File: config.mk
export PLATFORM = sky130hd
export DESIGN_NAME = d_write_buffer
export DESIGN_NICKNAME = d
export VERILOG_FILES = /design/src/rtl/d_write_buffer.sv
export SDC_FILE = /design/constraint.sdc
export NUM_CORES = 1
export LEC_CHECK = 0
export ABC_AREA = 1
export BUFFER_PORTS_ARGS = -buffer_cell sky130_fd_sc_hd__clkbuf_2
export CAP_MARGIN = 0
export CORE_UTILIZATION = 60
export DETAILED_ROUTE_END_ITERATION = 12
export GPL_ROUTABILITY_DRIVEN = 0
export GPL_TIMING_DRIVEN = 1
export PLACE_DENSITY_LB_ADDON = 0.15
export SLEW_MARGIN = 20
export SYNTH_ARGS = -nofsm -noshare
export SYNTH_HDL_FRONTEND = slang
export SYNTH_SLANG_ARGS = --single-unit
File: constraint.sdc
create_clock -name clk -period 3.7 [get_ports clk]
set_input_delay 0 -clock clk [delete_from_list [all_inputs] [get_ports clk]]
set_output_delay 0 -clock clk [all_outputs]
set_load 0.02 [all_outputs]
File: src/rtl/d_write_buffer.sv
// d_write_buffer: posted-write FIFO between the D-cache and the sram-to-AXI bridge.
// Define WBUF_RAW_BYPASS_EN to let reads overtake non-matching buffered writes.
module d_write_buffer #(
    parameter int DEPTH = 4
) (
    input  logic        clk,
    input  logic        resetn,
    input  logic        cpu_data_req,
    input  logic        cpu_data_wr,
    input  logic [1:0]  cpu_data_size,
    input  logic [31:0] cpu_data_addr,
    input  logic [31:0] cpu_data_wdata,
    output logic [31:0] cpu_data_rdata,
    output logic        cpu_data_addr_ok,
    output logic        cpu_data_data_ok,
    output logic        mem_data_req,
    output logic        mem_data_wr,
    output logic [1:0]  mem_data_size,
    output logic [31:0] mem_data_addr,
    output logic [31:0] mem_data_wdata,
    input  logic [31:0] mem_data_rdata,
    input  logic        mem_data_addr_ok,
    input  logic        mem_data_data_ok,
    output logic        wbuf_empty
);

    localparam int PTR_W = $clog2(DEPTH);
    localparam logic [PTR_W:0]   CNT_FULL = (PTR_W+1)'(DEPTH);
    localparam logic [PTR_W:0]   CNT_ONE  = (PTR_W+1)'(1);
    localparam logic [PTR_W-1:0] PTR_ONE  = PTR_W'(1);

    typedef enum logic [2:0] {
        S_IDLE,
        S_RD_REQ,
        S_RD_WAIT,
        S_WR_REQ,
        S_WR_WAIT
    } state_e;

    state_e state_q, state_d;

    logic [31:0]      ent_addr_q  [DEPTH];
    logic [1:0]       ent_size_q  [DEPTH];
    logic [31:0]      ent_wdata_q [DEPTH];
    logic [DEPTH-1:0] ent_valid_q;

    logic [PTR_W-1:0] head_q, head_d;
    logic [PTR_W-1:0] tail_q, tail_d;
    logic [PTR_W:0]   count_q, count_d;

    logic [31:0] rd_addr_q, rd_addr_d;
    logic [1:0]  rd_size_q, rd_size_d;
    logic        wr_ack_q, wr_ack_d;

    logic full;
    logic empty;
    logic rd_busy;
    logic hazard_free;
    logic rd_elig;
    logic push;
    logic pop;
    logic rd_done;

    assign full    = (count_q == CNT_FULL);
    assign empty   = ~|ent_valid_q;
    assign rd_busy = (state_q == S_RD_REQ) | (state_q == S_RD_WAIT);

`ifdef WBUF_RAW_BYPASS_EN
    // Word-granular match: any byte of a buffered word blocks the read.
    logic raw_hit;
    always_comb begin
        raw_hit = 1'b0;
        for (int i = 0; i < DEPTH; i++) begin
            if (ent_valid_q[i] && (ent_addr_q[i][31:2] == cpu_data_addr[31:2]))
                raw_hit = 1'b1;
        end
    end
    assign hazard_free = ~raw_hit;
`else
    assign hazard_free = empty;
`endif

    assign push    = cpu_data_req & cpu_data_wr & ~full & ~rd_busy;
    assign rd_elig = cpu_data_req & ~cpu_data_wr & (state_q == S_IDLE)
                   & hazard_free;

    assign cpu_data_addr_ok = resetn & (push | rd_elig);
    assign cpu_data_data_ok = wr_ack_q | rd_done;
    assign wbuf_empty       = empty & (state_q == S_IDLE);

    always_comb begin
        head_d    = head_q;
        tail_d    = tail_q;
        count_d   = count_q;
        rd_addr_d = rd_addr_q;
        rd_size_d = rd_size_q;
        wr_ack_d  = push;
        if (push)
            tail_d = tail_q + PTR_ONE;
        if (pop)
            head_d = head_q + PTR_ONE;
        if (push && !pop)
            count_d = count_q + CNT_ONE;
        else if (pop && !push)
            count_d = count_q - CNT_ONE;
        if (rd_elig) begin
            rd_addr_d = cpu_data_addr;
            rd_size_d = cpu_data_size;
        end
    end

    always_ff @(posedge clk or negedge resetn) begin
        if (!resetn) begin
            head_q    <= '0;
            tail_q    <= '0;
            count_q   <= '0;
            rd_addr_q <= '0;
            rd_size_q <= '0;
            wr_ack_q  <= 1'b0;
        end else begin
            head_q    <= head_d;
            tail_q    <= tail_d;
            count_q   <= count_d;
            rd_addr_q <= rd_addr_d;
            rd_size_q <= rd_size_d;
            wr_ack_q  <= wr_ack_d;
        end
    end

    always_ff @(posedge clk or negedge resetn) begin
        if (!resetn) begin
            for (int i = 0; i < DEPTH; i++) begin
                ent_addr_q[i]  <= '0;
                ent_size_q[i]  <= '0;
                ent_wdata_q[i] <= '0;
            end
            ent_valid_q <= '0;
        end else begin
            if (pop)
                ent_valid_q[head_q] <= 1'b0;
            if (push) begin
                ent_valid_q[tail_q] <= 1'b1;
                ent_addr_q[tail_q]  <= cpu_data_addr;
                ent_size_q[tail_q]  <= cpu_data_size;
                ent_wdata_q[tail_q] <= cpu_data_wdata;
            end
        end
    end

    always_ff @(posedge clk or negedge resetn) begin
        if (!resetn)
            state_q <= S_IDLE;
        else
            state_q <= state_d;
    end

    // Reads win over drain in IDLE so a refill is never queued behind write-backs.
    always_comb begin
        state_d = state_q;
        unique case (state_q)
            S_IDLE: begin
                if (rd_elig)
                    state_d = S_RD_REQ;
                else if (!empty)
                    state_d = S_WR_REQ;
            end
            S_RD_REQ: begin
                if (mem_data_addr_ok)
                    state_d = S_RD_WAIT;
            end
            S_RD_WAIT: begin
                if (mem_data_data_ok)
                    state_d = S_IDLE;
            end
            S_WR_REQ: begin
                if (mem_data_addr_ok)
                    state_d = S_WR_WAIT;
            end
            S_WR_WAIT: begin
                if (mem_data_data_ok)
                    state_d = S_IDLE;
            end
            default: state_d = S_IDLE;
        endcase
    end

    always_comb begin
        mem_data_req   = 1'b0;
        mem_data_wr    = 1'b0;
        mem_data_size  = '0;
        mem_data_addr  = '0;
        mem_data_wdata = '0;
        cpu_data_rdata = '0;
        rd_done        = 1'b0;
        pop            = 1'b0;
        unique case (state_q)
            S_RD_REQ: begin
                mem_data_req  = 1'b1;
                mem_data_size = rd_size_q;
                mem_data_addr = rd_addr_q;
            end
            S_RD_WAIT: begin
                if (mem_data_data_ok) begin
                    rd_done        = 1'b1;
                    cpu_data_rdata = mem_data_rdata;
                end
            end
            S_WR_REQ: begin
                mem_data_req   = 1'b1;
                mem_data_wr    = 1'b1;
                mem_data_size  = ent_size_q[head_q];
                mem_data_addr  = ent_addr_q[head_q];
                mem_data_wdata = ent_wdata_q[head_q];
            end
            S_WR_WAIT: begin
                pop = mem_data_data_ok;
            end
            default: begin
            end
        endcase
    end

endmodule

### Word-level counts from Yosys, hierarchy flattened

Cells that the tools add are included.

* reductions and logical operators: 14
* bitwise gates (word level): 19
* add/sub/neg operators: 4
* equality and inequality tests: 9
* multiplexer cells: 40
* magnitude comparators: 7

Operators by type and width (number)
* $bwmux W128: 2
* $mux W32: 8
* $bmux W32 S2: 2
* $demux W32 S2: 1
* $pmux W32 S2: 1
* $mux W3: 7
* $pmux W3 S4: 1
* $and A1 B1 Y1: 8
* $bwmux W8: 1
* $mux W4: 2
* $mux W1: 7
* $eq A3 B2 Y1 const B: 2
* $eq A3 B3 Y1 const B: 2
* $ge A3 B3 Y1 const B: 2
* $lt A2 B3 Y1 const B: 2
* $mux W2: 3
* $not A2 Y3: 2
* $logic_and A1 B1 Y1: 5
* $add A2 B1 Y2 const B: 2
* $and A4 B4 Y4: 1
* $bmux W2 S2: 1
* $demux W1 S2: 2
* $demux W2 S2: 1
* $ge A2 B1 Y1 const B: 2
* other kinds (18): 26

* output and inout port bits: 103
* bits of input ports: 104
* flip-flop bits (word level): 313
* word-level logic and storage cells: 113

### Depth between registers and ports, before layout

Gate-level depths: netlist of run 1.

* word-level depth: 9
* mapped depth: 12
* depth with buffers taken out: 12

### Least setup slack after synthesis of run 1

Ideal clock, no wire load.

* path kind: register -> register
* start: register state_q[2]
* end: register count_q[1]
* setup slack: 1.738 ns
* cell stages (with the launch flop): 9
* period minus slack after synthesis: 1.962 ns
* path buffers: 0
* setup time: 0.125 ns
* arrival: 1.837 ns
* data required time: 3.575 ns
* path through: dfrtp_1 -> nor2_4 -> nand2_1 -> nand2_2 -> nor2_8 -> ha_1 -> inv_1 -> fa_1 -> mux2_2

* elaborated cells between the ends (all ways): 13
* classes of those cells: 3 x eq/ne; 2 x mux; 3 x bitwise; 5 x reduce/logical

RTL lines
* start: declaration: RTL line 40 `state_e state_q, state_d;`
* start signal: assignment: RTL line 154 `state_q <= state_d;`
* $eq A3 B1 Y1 or $eq A3 B2 Y1 (tied branches): RTL line 66 `assign rd_busy = (state_q == S_RD_REQ) | (state_q == S_RD_WAIT);`
* $or A1 B1 Y1 *: RTL line 66
* $not A1 Y1 *: RTL line 83 `assign push = cpu_data_req & cpu_data_wr & ~full & ~rd_busy;`
* $and A1 B1 Y1 *: RTL line 83
* net push: RTL line 60 `logic push;`
* $logic_and A1 B1 Y1 *: RTL line 102 `if (push && !pop)`
* $mux W3 *: RTL line 102
* net count_d[1]: RTL line 49 `logic [PTR_W:0] count_q, count_d;`
* end signal: assignment: RTL line 123 `count_q <= count_d;`
* end: declaration: RTL line 49

The timed path passes the listed nets; every way through them passes the cells marked *.
A chain may end at the register's enable or synchronous reset.

### Worst setup path in the final report of run 1

* start: register state_q[2]
* end: output mem_data_wdata[29]

* cells in the longest elaborated chain, start to end: 2

Ends and longest elaborated chain
* $eq A3 B2 Y1: RTL line 196 `unique case (state_q)`
* $mux W32: RTL line 196
* end: declaration: RTL line 20 `output logic [31:0] mem_data_wdata,`

No other way between the ends.

==> results.md, run 1 <==
* Status: finished, final reports clean
* Initial antenna violation count at 0
* Hold Path Class: input pin to async pin
* Crit Path Max Fanout at 32
* Pint at 9.12 mW
* GRT overflow at 0
* Hold-fix buffers, CTS at 72
* Adder and majority gate portion of the synthesized area at 0.00918
* Worst flop-to-flop path endpoint: ent_addr_q[97]
* R2R Path Start: state_q[2]
* Most frequent cells in the layout: 524 x nand2_1, 311 x dfrtp_1, 222 x o21ai_0
* Net switching power at 5.78 mW
* Area Growth Syn to Fin at 20.8%
* Clock root cell: clkbuf_16
* F_max at 0.326 GHz
* Core area at 23500 um2
* FF-to-FF path depth at 8
* CTS Sinks at 313
* Fin. Hold Viols at 0
* Die Area at 24700 um2
* Crit end category: primary output
* Critical Path Source Type: flip-flop
* DRC violations left at 0
* Gate Count Post-Synth at 1787
* Tmin final at 3070 ps
* Final HPWL DP at 20.9 mm
* Compound-cell area share of the yosys netlist at 0.140
* Commonest non-fill, non-tap cell in the layout: nand2_1
* Routed wire length at 37.7 mm
* Vias in the first global route at 12148
* # Post-CTS Setup Buffers at 0
* Clock share of power at 0.245
* Yosys reg bits at 313
* Starting Density at 0.614
* Worst-path clk slew at 60 ps
* Synth Cell Area at 14500 um2
* # nets final at 2117
* Post-Synth XOR/XNOR Area at 0.00242
* Setup TNS Final at 0 ps
* Clk buf depth at 3
* Fillers at 1780
* Post-synthesis cell type count at 28
* CTS buffer count at 34
* Register area share after synthesis at 0.542
* DRT iter0 DRCs at 973
* Power, Total at 14.9 mW
* Leak Pwr at 8.86 nW
* Antenna Cells at 0
* Port bufs at 206
* Post-cts sizing count at 0
* Worst Max-Slew Pin Slew at 982 ps
* Ys Warns at 0
* Max-cap viol count at 0
* Clock Skew at 21.7 ps
* Total track usage at 0.311
* Pins Over Slew Limit at 0
* PwrDens at 854 nW/um2
* Clk_lat worst skew at 510 ps
* Crit path DAT at 3070 ps
* Row count at 56
* CTS tree: yes
* Post-Syn Area per Cell at 8.09 um2
* Post-Layout Cell Count at 2347
* Layout cell share with drive strength beyond 1 at 0.150
* Global-route wire length before repair at 60.7 mm
* Post-placement cell count at 2213
* Pre-antenna DRT Iters at 6
* Reg2reg setup slack at 1100 ps
* Die Width at 157 um
* Crit share post-route at 0.829
* Multiplexer share of the synthesized area at 0.000779
* Pin count of the biggest net entering global routing at 125
* Slew HR at 0.345
* CP required at 3700 ps
* Antenna-violating nets left at 0
* Combinational share of power at 0.362
* Depth of the CTS H-tree at 2
* # IOs at 207
* WL/cell at 16.1 um
* Vias at 12980
* Simple-Gate Fraction of Synth Area at 0.236
* Via/cell ratio at 5.53
* Switching share of power at 0.388
* Unrepaired setup endpoints after global routing: false
* Mapped Nets at 1901
* Setup violations, final at 0
* Max VDD drop at 0.000547 V
* Largest family of logic cells by synthesized area: simple AND/OR/NAND/NOR gates
* Reg power frac at 0.393
* Critical path type: flip-flop to primary output
* Die H at 157 um
* Crit path from: state_q[2]
## worst max-delay path, cell delays in order (launching register included)
cell,delay (ps)
dfrtp_1,450
nor2_4,580
inv_1,180
nor2_2,170
buf_4,300
inv_1,90
buf_4,280
a21oi_1,270
clkbuf_2,220
## through the flow
| stage | worst slack (ps) | utilization | area [um2] | hold WS [ps] |
|---|---|---|---|---|
| 6_report | 632 | 0.741 | 17500 | 158 |
| 5_1_grt | 520 | 0.741 | 17500 | 276 |
| 4_1_cts | 679 | 0.740 | 17400 | 230 |
| 3_5_place_dp | 1190 | 0.658 | 15500 | 163 |
| 3_3_place_gp | 1190 | 0.658 | 15500 | 167 |
| 2_1_floorplan | 1740 | - | 14500 | -296 |
## registers in the layout, indices dropped and copies added (netlist names)
name / cells
ent_addr_q: 128
ent_size_q: 8
count_q: 3
state_q: 3
ent_valid_q: 4
head_q: 2
wr_ack_q: 1
rd_size_q: 2
tail_q: 2
rd_addr_q: 32
ent_wdata_q: 128
## per-layer routing
layer	routed length [um]	up-vias	GRT usage	part of all wire
li1	-	6203	-	-
met1	16200	6178	0.437	0.43
met2	17900	543	0.510	0.47
met3	2900	56	0.0476	0.077
met4	697	0	0.0786	0.019
met5	0	-	0	0
## worst max path at each step
stage | to | slack (ps) | depth (start not counted)
2_1_floorplan | count_q[1] | 1740 | 8
3_3_place_gp | mem_data_wdata[1] | 1190 | 6
3_5_place_dp | ent_addr_q[65] | 1190 | 7
4_1_cts | mem_data_wdata[1] | 680 | 6
5_1_grt | mem_data_wdata[4] | 520 | 6
6_report | mem_data_wdata[29] | 630 | 8
## power groups by stage
| stage | Sequential, mW | Combinational, mW | Clock, mW |
|---|---|---|---|
| 2_1_floorplan | 5.57 | 3.98 | 0 |
| 3_3_place_gp | 5.82 | 5.06 | 0 |
| 3_5_place_dp | 5.87 | 5.24 | 0 |
| 4_1_cts | 5.84 | 5.36 | 3.69 |
| 5_1_grt | 6.03 | 6.09 | 3.83 |
| 6_report | 5.86 | 5.39 | 3.65 |
## synthesized netlist by cell type, drive strengths merged
| cell type | number | area (um2) |
|---|---|---|
| clkbuf | 82 | 308 |
| dfrtp | 313 | 7830 |
| o21a | 1 | 7.51 |
| xor2 | 2 | 17.5 |
| mux2 | 1 | 11.3 |
| nor2 | 172 | 672 |
| nand2 | 529 | 2020 |
| clkinv | 1 | 3.75 |
| nand3 | 142 | 716 |
| inv | 85 | 319 |
| ha | 9 | 113 |
| nor3 | 1 | 10.0 |
| o21bai | 1 | 7.51 |
| xnor2 | 2 | 17.5 |
| o21ai | 368 | 1840 |
| fa | 1 | 20.0 |
| a21oi | 34 | 170 |
| buf | 43 | 365 |
## layout make-up
class	count	area, um2	area share
sequential	313	7840	0.449
multi-input combinational	1263	5620	0.322
timing repair buffer	305	2050	0.118
clock buffer	48	995	0.0570
tap	319	399	0.0229
inverter	86	324	0.0186
clock inverter	13	221	0.0127
## kinds of logic (layout without fill, tap and decap cells)
group                    after synthesis  after routing
AO/OA/AOI/OAI                        404            404
multiplexers                           1              1
XOR/XNOR                               4              4
flip-flops                           313            313
adder cells (fa/ha/maj)               10             10
buffers and inverters                211            452
AND/OR/NAND/NOR                      844            844
Note: power is estimated with default switching activity, not from simulation.
==> run 2: changes to the inputs <==
- CORE_UTILIZATION: 60 -> 52
- clock period: 3.7 -> 2.5 ns (I/O delays scaled with it)
==> run 2 against run 1 <==
Sequential cell count unchanged; non-clock buffer count increased by 9; power increased by 46%; clock skew decreased by 2.2 ps; critical path type unchanged; largest cell class unchanged; largest power group unchanged.
==> results.md, run 2 (synthesis gave the netlist of run 1 again) <==
* Layout cell share with drive strength beyond 1 at 0.152 (+0.00186)
* Starting Density at 0.533 (-0.0806)
* Setup TNS Final at 0 ps (unchanged)
* Pint at 13.2 mW (+45%)
* Max-cap viol count at 0 (unchanged)
* CTS buffer count at 35 (+2.9%)
* Area Growth Syn to Fin at 21.8%
* Pins Over Slew Limit at 0 (unchanged)
* Crit path DAT at 2380 ps (-690 ps)
* Antenna-violating nets left at 0 (unchanged)
* Clk buf depth at 3 (unchanged)
* Net switching power at 8.48 mW (+47%)
* Status: finished, final reports clean
* Row count at 60 (+7.1%)
* DRT iter0 DRCs at 924 (-5.0%)
* Reg power frac at 0.393 (about the same)
* Tmin final at 2380 ps
* Global-route wire length before repair at 62.6 mm (+3.1%)
* CP required at 2500 ps (-1200 ps)
* GRT overflow at 0 (unchanged)
* # nets final at 2127 (+0.47%)
* Die Width at 169 um (+7.3%)
* Max VDD drop at 0.000756 V (+38%)
* Depth of the CTS H-tree at 2 (unchanged)
* Power, Total at 21.7 mW (+46%)
* Initial antenna violation count at 1 (+1)
* DRC violations left at 0 (unchanged)
* Reg2reg setup slack at 450 ps (-650 ps)
* Setup violations, final at 0 (unchanged)
* Critical Path Source Type: flip-flop
* CTS tree: yes
* Vias in the first global route at 12231 (+0.68%)
* Fin. Hold Viols at 0 (unchanged)
* Switching share of power at 0.391 (+0.00266)
* Combinational share of power at 0.378 (+0.016)
* F_max at 0.420 GHz
* Worst Max-Slew Pin Slew at 988 ps (+5.88 ps)
* Clk_lat worst skew at 510 ps (about the same)
* Crit-path cells: inv_2 -> buf_4 -> nor2_4 -> inv_1 -> buf_4 -> a21oi_1 -> clkbuf_2
* Area after DPL at 15800 um2 (+1.8%)
* Clock share of power at 0.229 (-0.016)
* WL/cell at 15.8 um (-1.3%)
* Hold Path Class: input pin to async pin
* Pin count of the biggest net entering global routing at 71 (-43%)
* Crit share post-route at 0.952
* Crit Path Max Fanout at 35 (+9.4%)
* Crit end category: primary output
* Fillers at 2313 (+30%)
* Top flop regs: ent_addr_q (128), ent_wdata_q (128), rd_addr_q (32)
* Die Area at 28500 um2 (+15%)
* Clock root cell: clkbuf_16
* Port bufs at 206 (unchanged)
* Core area at 27100 um2 (+15%)
* Most frequent cells in the layout: 524 x nand2_1, 311 x dfrtp_1, 222 x o21ai_0
* CP top delay family: buffers and inverters
* PwrDens at 1230 nW/um2 (+44%)
* Clock Skew at 19.5 ps (-2.24 ps)
* Final HPWL DP at 22.4 mm (+7.1%)
* Final instance area at 17600 um2 (+0.89%)
* CTS Sinks at 313 (unchanged)
* R2R Path Start: state_q[1]
* Critical path type: flip-flop to primary output
* Worst-path clk slew at 60 ps (about the same)
* Pre-antenna DRT Iters at 5 (-1)
* Buf+Inv Stages, Crit Path at 5 (unchanged)
* Crit-path slowest cell: buf_4
* Routed wire length at 38.2 mm (+1.3%)
* Unrepaired setup endpoints after global routing: false
* # IOs at 207 (unchanged)
* Total track usage at 0.275 (-0.0360)
* Most used cell, CP: buf_4
* # Post-CTS Setup Buffers at 0 (unchanged)
* Die H at 169 um (+7.3%)
* Leak Pwr at 8.91 nW (+0.49%)
* CP max stage delay at 470 ps (-110 ps)
* FF-to-FF path depth at 6 (-2)
* Vias at 12698 (-2.2%)
* Worst flop-to-flop path endpoint: count_q[1]
* Slew HR at 0.341 (-0.00392)
* Commonest non-fill, non-tap cell in the layout: nand2_1
* Via/cell ratio at 5.27 (-4.7%)
[run 2: layout make-up]
type,instances,area [um2],share of cell area
sequential,313,7840,0.445
multi-input combinational,1263,5630,0.320
timing repair buffer,314,2230,0.127
clock buffer,55,1060,0.0604
tap,372,465,0.0264
inverter,86,327,0.0185
clock inverter,5,50.0,0.00284
antenna,1,2.50,0.000142
[run 2: layer usage]
layer  global-route usage  wire [um]  up-vias
met5                    0          0        -
met4               0.0854        972        0
met3               0.0416       2280       59
met2                0.455      17700      399
met1                0.375      17200     6012
li1                     -          -     6228
[run 2: worst register-to-register path, delay by kind of cell (launching register included)]
family	cells	cell delay, ps
fa+ha+maj	2	700
simple gates	2	440
mux	1	270
flops	1	420
buf+inv	1	100
[run 2: what timing repair did]
| item | 4_1_cts | 5_1_grt |
|---|---|---|
| setup endpoints to repair | 0 | 10 |
| hold buffers | 71 | 0 |
| hold endpoints to repair | 548 | 0 |
| gates resized for setup | 0 | 2 |
[run 2: worst max path at each step]
| stage | end | slack, ps | startpoint | cells after the start |
|---|---|---|---|---|
| after floorplan | count_q[1] | 540 | state_q[2] | 8 |
| after global placement | count_q[2] | 520 | state_q[0] | 12 |
| after detailed placement | count_q[1] | 470 | state_q[1] | 6 |
| after CTS | mem_data_addr[1] | 100 | state_q[1] | 7 |
| after global routing | mem_data_wdata[31] | 8 | state_q[1] | 7 |
| final | mem_data_wdata[31] | 120 | state_q[1] | 7 |
[run 2: stage by stage]
step                utilization  worst slack [ps]  cells  hold WS (ps)
finish                    0.650               119   2409          31.1
global route              0.650              8.25   2409          78.2
CTS                       0.649               103   2408          23.1
detailed placement        0.582               472   2277        -0.194
global placement          0.582               520   2277         -7.06
floorplan                     -               538   1787          -296
[run 2: power groups by stage]
stage | clock (mW) | sequential (mW) | combinational, mW
2_1_floorplan | 0 | 8.24 | 5.88
3_3_place_gp | 0 | 8.48 | 7.88
3_5_place_dp | 0 | 8.56 | 8.08
4_1_cts | 5.06 | 8.51 | 8.22
5_1_grt | 5.25 | 8.79 | 9.31
6_report | 4.98 | 8.53 | 8.20
